$ cat config.mk
export PLATFORM = sky130hd
export DESIGN_NAME = ctu_top_topo
export DESIGN_NICKNAME = d
export VERILOG_FILES = /design/src/rtl/ctu_top_topo.sv
export SDC_FILE = /design/constraint.sdc
export NUM_CORES = 1
export LEC_CHECK = 0
export CAP_MARGIN = 20
export CORE_MARGIN = 2
export CORE_UTILIZATION = 40
export CTS_CLUSTER_DIAMETER = 40
export DETAILED_ROUTE_END_ITERATION = 10
export GPL_TIMING_DRIVEN = 0
export HOLD_SLACK_MARGIN = 0.02
export PLACE_DENSITY = 0.64
export SETUP_SLACK_MARGIN = 0.3
export SYNTH_ARGS = -nofsm -noshare
export SYNTH_HDL_FRONTEND = slang
export SYNTH_SLANG_ARGS = --single-unit
$ cat constraint.sdc
create_clock -name clk -period 2.6 [get_ports clk]
set_clock_uncertainty 0.1 [all_clocks]
set_input_delay 0.39 -clock clk [delete_from_list [all_inputs] [get_ports clk]]
set_output_delay 0.39 -clock clk [all_outputs]
set_load 0.01 [all_outputs]
$ cat src/rtl/ctu_top_topo.sv
// rtl/ctu_top_topo.sv - count-up mm:ss BCD timer with a minute limit and optional free-run wrap
module ctu_top_topo #(
    parameter int unsigned CLK_DIV       = 50_000_000,
    parameter bit          FREE_RUN_WRAP = 1'b1
) (
    input  logic       clk,
    input  logic       rst,
    input  logic       cnt_en,
    input  logic       load,
    input  logic [7:0] min_limit,
    output logic [7:0] xmin,
    output logic [7:0] xsec,
    output logic       sec_tick,
    output logic       wrap,
    output logic       time_up
);

    localparam int unsigned PW = (CLK_DIV > 2) ? $clog2(CLK_DIV) : 1;
    localparam logic [PW-1:0] PRESC_MAX = PW'(CLK_DIV - 1);

    typedef enum logic [1:0] {
        IDLE = 2'd0,
        RUN  = 2'd1,
        DONE = 2'd2
    } state_t;

    state_t        state_q, state_d;
    logic [PW-1:0] presc_q, presc_d;
    logic [7:0]    xmin_q, xmin_d;
    logic [7:0]    xsec_q, xsec_d;
    logic [7:0]    limit_q, limit_d;
    logic          sec_tick_q, sec_tick_d;
    logic          wrap_q, wrap_d;
    logic          time_up_q, time_up_d;

    function automatic logic [3:0] clamp_digit(input logic [3:0] d);
        return (d > 4'd9) ? 4'd9 : d;
    endfunction

    // Two-digit BCD increment; callers handle the 59 and 99 rollovers themselves.
    function automatic logic [7:0] bcd_inc(input logic [7:0] v);
        if (v[3:0] == 4'd9) begin
            return {v[7:4] + 4'd1, 4'd0};
        end
        return {v[7:4], v[3:0] + 4'd1};
    endfunction

    always_comb begin
        state_d    = state_q;
        presc_d    = presc_q;
        xmin_d     = xmin_q;
        xsec_d     = xsec_q;
        limit_d    = limit_q;
        time_up_d  = time_up_q;
        sec_tick_d = 1'b0;
        wrap_d     = 1'b0;

        if (load) begin
            state_d   = IDLE;
            presc_d   = '0;
            xmin_d    = 8'h00;
            xsec_d    = 8'h00;
            time_up_d = 1'b0;
            limit_d   = {clamp_digit(min_limit[7:4]), clamp_digit(min_limit[3:0])};
        end else begin
            case (state_q)
                IDLE: begin
                    if (cnt_en && (FREE_RUN_WRAP || (limit_q != 8'h00))) begin
                        state_d = RUN;
                    end
                end
                RUN: begin
                    if (cnt_en) begin
                        if (presc_q == PRESC_MAX) begin
                            presc_d    = '0;
                            sec_tick_d = 1'b1;
                            if (xsec_q == 8'h59) begin
                                xsec_d = 8'h00;
                                if (xmin_q == 8'h99) begin
                                    xmin_d = 8'h00;
                                    wrap_d = 1'b1;
                                end else begin
                                    xmin_d = bcd_inc(xmin_q);
                                end
                            end else begin
                                xsec_d = bcd_inc(xsec_q);
                            end
                            // Compare against the value being written so DONE lands on the final tick.
                            if ((limit_q != 8'h00) && (xmin_d == limit_q) && (xsec_d == 8'h00)) begin
                                state_d   = DONE;
                                time_up_d = 1'b1;
                            end
                        end else begin
                            presc_d = presc_q + PW'(1);
                        end
                    end
                end
                DONE: begin
                    state_d = DONE;
                end
                default: begin
                    state_d = IDLE;
                end
            endcase
        end
    end

    always_ff @(posedge clk) begin
        if (rst) begin
            state_q    <= IDLE;
            presc_q    <= '0;
            xmin_q     <= 8'h00;
            xsec_q     <= 8'h00;
            limit_q    <= 8'h00;
            sec_tick_q <= 1'b0;
            wrap_q     <= 1'b0;
            time_up_q  <= 1'b0;
        end else begin
            state_q    <= state_d;
            presc_q    <= presc_d;
            xmin_q     <= xmin_d;
            xsec_q     <= xsec_d;
            limit_q    <= limit_d;
            sec_tick_q <= sec_tick_d;
            wrap_q     <= wrap_d;
            time_up_q  <= time_up_d;
        end
    end

    assign xmin     = xmin_q;
    assign xsec     = xsec_q;
    assign sec_tick = sec_tick_q;
    assign wrap     = wrap_q;
    assign time_up  = time_up_q;

endmodule

==> report_table.html <==
<table>
<tr><th>Metric</th><th>Value</th></tr>
<tr><th colspan="2">Die</th></tr>
<tr><td>Core Area</td><td>~7300 µm²</td></tr>
<tr><td>IO Count</td><td>31</td></tr>
<tr><td>Height of the die</td><td>90.6 µm</td></tr>
<tr><td>Floorplan die area</td><td>roughly 8000 µm²</td></tr>
<tr><td>Die width</td><td>roughly 91 µm</td></tr>
<tr><td>Total number of placement rows</td><td>31</td></tr>
<tr><td>Starting Density</td><td>41.3%</td></tr>
<tr><th colspan="2">Yosys</th></tr>
<tr><td>Net count of the mapped netlist</td><td>slightly below 400</td></tr>
<tr><td>Avg Inst Size Synth</td><td>a little over 8 µm²</td></tr>
<tr><td>Synthesized-area fraction occupied by adder cells</td><td>5.01%</td></tr>
<tr><td>Async SR Flop Fraction</td><td>0%</td></tr>
<tr><td>Register bit count reported by yosys</td><td>55</td></tr>
<tr><td>Cell area after technology mapping</td><td>roughly 3000 µm²</td></tr>
<tr><td>Sequential element share of the synthesized area</td><td>a little under two fifths</td></tr>
<tr><td>Mapped Cells</td><td>~370</td></tr>
<tr><td>Count of cell types in the netlist</td><td>46</td></tr>
<tr><td>Area share of xor/xnor cells in the synthesized design</td><td>about a tenth</td></tr>
<tr><td>Dominant combinational cell family by area after synthesis</td><td>simple AND/OR/NAND/NOR gates</td></tr>
<tr><td>EDFF count, synth</td><td>0</td></tr>
<tr><td>Warnings, synthesis</td><td>0</td></tr>
<tr><td>Commonest register cell after synthesis</td><td>sky130_fd_sc_hd__dfxtp_1</td></tr>
<tr><td>Synthesized-area fraction occupied by and/or/nand/nor cells</td><td>about 32%</td></tr>
<tr><td>Multiplexer share of the synthesized area</td><td>roughly 2.3%</td></tr>
<tr><td>Share of the synthesized area in compound gates (AO/OA/AOI/OAI)</td><td>about a tenth</td></tr>
<tr><th colspan="2">Setup path</th></tr>
<tr><td>Max stage delay on crit path</td><td>between 0.4 and 0.5 ns</td></tr>
<tr><td>Critical path startpoint category</td><td>flop</td></tr>
<tr><td>Crit path kind</td><td>reg2reg</td></tr>
<tr><td>Worst Path Required</td><td>approximately 2.7 ns</td></tr>
<tr><td>Type of destination of the critical path</td><td>flop</td></tr>
<tr><td>Slowest library cell on the worst path</td><td>sky130_fd_sc_hd__or4_4</td></tr>
<tr><td>WP data arrival</td><td>between 2 and 3 ns</td></tr>
<tr><td>R2r setup slk</td><td>-0.008 ns</td></tr>
<tr><td>Crit path top cell by count</td><td>sky130_fd_sc_hd__or4_4</td></tr>
<tr><td>CP Cell Sequence</td><td>ha_4 &gt; nand3_4 &gt; or3_4 &gt; or4_4 &gt; or4_4 &gt; nor4b_4 &gt; and3_4 &gt; o221ai_2</td></tr>
<tr><td>Maximum fanout along the worst path</td><td>2</td></tr>
<tr><th colspan="2">Timing</th></tr>
<tr><td>Post-layout min period</td><td>2.61 ns</td></tr>
<tr><td>Slew of the pin with the lowest slew margin</td><td>around 0.65 ns</td></tr>
<tr><td>Worst slew margin relative to its limit</td><td>a little under three fifths</td></tr>
<tr><td>Worst hold margin</td><td>between 0.3 and 0.4 ns</td></tr>
<tr><td>Least setup slack across all paths after layout</td><td>-0.00760 ns</td></tr>
<tr><td>Max-slew violation count</td><td>0</td></tr>
<tr><td>RSZ-0062 raised after global routing</td><td>yes</td></tr>
<tr><td>Portion of the clock cycle consumed by the worst path in the final layout</td><td>100%</td></tr>
<tr><td>Final count of hold timing violations</td><td>0</td></tr>
<tr><td>Highest clock frequency the design can meet</td><td>approximately 380 MHz</td></tr>
<tr><td>Setup violations, final</td><td>1</td></tr>
<tr><td>Post-route setup TNS</td><td>-0.00760 ns</td></tr>
<tr><th colspan="2">Finish</th></tr>
<tr><td>Layout-stage area growth over the synthesis result</td><td>30.0%</td></tr>
<tr><td>Antenna diodes</td><td>0</td></tr>
<tr><td>Fin nets</td><td>about 450</td></tr>
<tr><td>Most common library cell in the layout ignoring fill and taps</td><td>sky130_fd_sc_hd__nor2_1</td></tr>
<tr><td>Commonest non-fill, non-tap cells in the layout</td><td>49 x sky130_fd_sc_hd__nor2_1, 45 x sky130_fd_sc_hd__dfxtp_1, 29 x sky130_fd_sc_hd__clkdlybuf4s50_1</td></tr>
<tr><td>Design area</td><td>roughly 3900 µm²</td></tr>
<tr><td>Non-Filler Instances</td><td>about 520</td></tr>
<tr><td>Final-layout fill cell count</td><td>about 690</td></tr>
<tr><td>Utilization after layout</td><td>53.7%</td></tr>
<tr><td>Fraction of final layout cells sized beyond drive strength 1</td><td>20.1%</td></tr>
<tr><th colspan="2">GRT</th></tr>
<tr><td>GRT busiest layer</td><td>met2</td></tr>
<tr><td>Total congestion overflow</td><td>0</td></tr>
<tr><td>Global-route track usage on met2</td><td>around 29%</td></tr>
<tr><td>Number of global-route vias before repair</td><td>2504</td></tr>
<tr><td>Met1 Use GR</td><td>a little over a fifth</td></tr>
<tr><td>Wire length of the first global-routing pass</td><td>about 12000 µm</td></tr>
<tr><td>Total routing resource utilization after global routing</td><td>about 17%</td></tr>
<tr><td>Met3 layer usage reported by global route</td><td>around 3.3%</td></tr>
<tr><td>Antenna violations before repair</td><td>0</td></tr>
<tr><td>Largest net degree at the start of global routing</td><td>19</td></tr>
<tr><th colspan="2">Place</th></tr>
<tr><td>Port buffer count</td><td>29</td></tr>
<tr><td>Worst slack, placed</td><td>-0.387 ns</td></tr>
<tr><td>Final weighted congestion of routability-driven global placement</td><td>0.908</td></tr>
<tr><td>Placed cells</td><td>between 400 and 500</td></tr>
<tr><td>Cell area reported after detailed placement</td><td>3440 µm²</td></tr>
<tr><td>DP HPWL</td><td>4870 µm</td></tr>
<tr><th colspan="2">Power and ir drop</th></tr>
<tr><td>Leakage power of the design</td><td>between 1 and 1.5 nW</td></tr>
<tr><td>Power Total</td><td>between 1 and 1.5 mW</td></tr>
<tr><td>Max VDD drop</td><td>roughly 0.00021 V</td></tr>
<tr><td>Ratio of total power to cell area</td><td>around 370 nW/µm²</td></tr>
<tr><th colspan="2">Clock network</th></tr>
<tr><td>H-tree depth</td><td>2</td></tr>
<tr><td>Post-CTS Hold Buffers</td><td>0</td></tr>
<tr><td>Buffers from clock root to sink, at most</td><td>2</td></tr>
<tr><td>Clock latency at the later pin of the worst-skew pair</td><td>about 0.32 ns</td></tr>
<tr><td>Inserted Clock Buffers</td><td>5</td></tr>
<tr><td>Buffer cell driving the clock tree root</td><td>sky130_fd_sc_hd__clkbuf_8</td></tr>
<tr><td>CTS sink cnt</td><td>55</td></tr>
<tr><td>Reg clk slew, reported paths</td><td>roughly 0.1 ns</td></tr>
<tr><td>TritonCTS clock tree</td><td>built</td></tr>
<tr><th colspan="2">Drt</th></tr>
<tr><td>Wire length per cell after detailed routing</td><td>around 14 µm</td></tr>
<tr><td>Detailed-router iteration count before antenna repair</td><td>4</td></tr>
<tr><td>Via Count</td><td>between 2000 and 3000</td></tr>
<tr><td>Via density per instance</td><td>5.29</td></tr>
<tr><td>Post-route ant nets</td><td>0</td></tr>
<tr><td>DRC violation total after the first TritonRoute iteration</td><td>between 70 and 80</td></tr>
<tr><td>Number of remaining DRC errors</td><td>0</td></tr>
<tr><td>DRT Wirelength</td><td>roughly 7000 µm</td></tr>
<tr><th colspan="2">Run</th></tr>
<tr><td>Number of maximum-capacitance violations</td><td>0</td></tr>
<tr><th colspan="2">Run status</th></tr>
<tr><td>Failing checks</td><td>negative setup slack</td></tr>
<tr><td>Run status</td><td>finished with violations</td></tr>
<tr><th colspan="2">Min path</th></tr>
<tr><td>Classification of the worst-slack hold path</td><td>in2reg</td></tr>
</table>
path summary, 6_finish.rpt:
kind                                              start                       to  depth (start not counted)
worst max-delay path            presc_q[0]$_SDFFE_PP0P_  state_q[1]$_SDFFE_PP0P_                          8
worst min-delay path                                rst  limit_q[7]$_SDFFE_PP0P_                          2
worst max register to register  presc_q[0]$_SDFFE_PP0P_  state_q[1]$_SDFFE_PP0P_                          8
worst min register to register     time_up$_SDFFE_PP0P_     time_up$_SDFFE_PP0P_                          2
where the power goes:
part | switching (mW) | internal, mW
clock network | 0.301 | 0.196
registers | 0.0110 | 0.849
logic | 0.0541 | 0.0477
total | 0.366 | 1.09
flip-flops by register name, summed over array words and instances, names as in the netlist:
register,cells
limit_q,8
time_up,1
xsec,8
sec_tick,1
presc_q,26
state_q,2
wrap,1
xmin,8
routing by layer:
layer	share of wire, %	up-vias	routed length [µm]
li1	-	1403	-
met4	2.4	0	171
met5	0	-	0
met1	44	1293	3160
met3	3.5	16	250
met2	50	48	3610
area by class of cell:
cell class / instances / area (µm²) / area share (%)
timing repair buffer: 47 / 429 / 11.0
inverter: 14 / 52.6 / 1.35
multi-input combinational: 287 / 2020 / 51.7
tap: 99 / 124 / 3.18
sequential: 55 / 1120 / 28.6
clock inverter: 3 / 22.5 / 0.578
clock buffer: 5 / 68.8 / 1.77
buffer: 12 / 67.6 / 1.73
logic make-up (layout without fill, tap and decap cells):
kind of cell    count (synthesis)  in the layout
buf+inv                        26             81
compound gates                 50             50
xor+xnor                       35             35
flops                          55             55
mux                             7              7
simple gates                  183            183
fa+ha+maj                      12             12
cell usage after synthesis (all sizes together) (2+ instances only):
master	count	area, µm²
inv	14	52.6
o221ai	2	17.5
o21ai	10	50.1
ha	12	150
nand2	30	113
mux2i	7	70.1
nand4	9	56.3
or2	4	25.0
clkbuf	11	41.3
and2	3	18.8
nand2b	7	43.8
xnor2	17	149
nor4	6	37.5
nand3	24	125
nor3	7	35.0
nor4b	3	41.3
nand3b	6	45.0
nor2	51	191
a311oi	2	17.5
and3	6	37.5
nand4b	2	17.5
or4	4	33.8
and3b	3	26.3
or3	12	75.1
xor2	18	158
nor2b	4	25.0
dfxtp	55	1100
a21oi	24	120
repair_timing:
action | in CTS | in global routing
pin swaps | 4 | 10
resized for setup | 21 | 46
setup endpoints to repair | 41 | 43
setup buffers | 8 | 10
cloned | 0 | 0
worst max-delay path: cells and delay by family, from the launching register on:
family,cells,cell delay (ns)
AO/OA/AOI/OAI,1,0.10
AND/OR/NAND/NOR,6,1.79
adder cells (fa/ha/maj),1,0.14
flip-flops,1,0.37
Note: power is estimated with default switching activity, not from simulation.
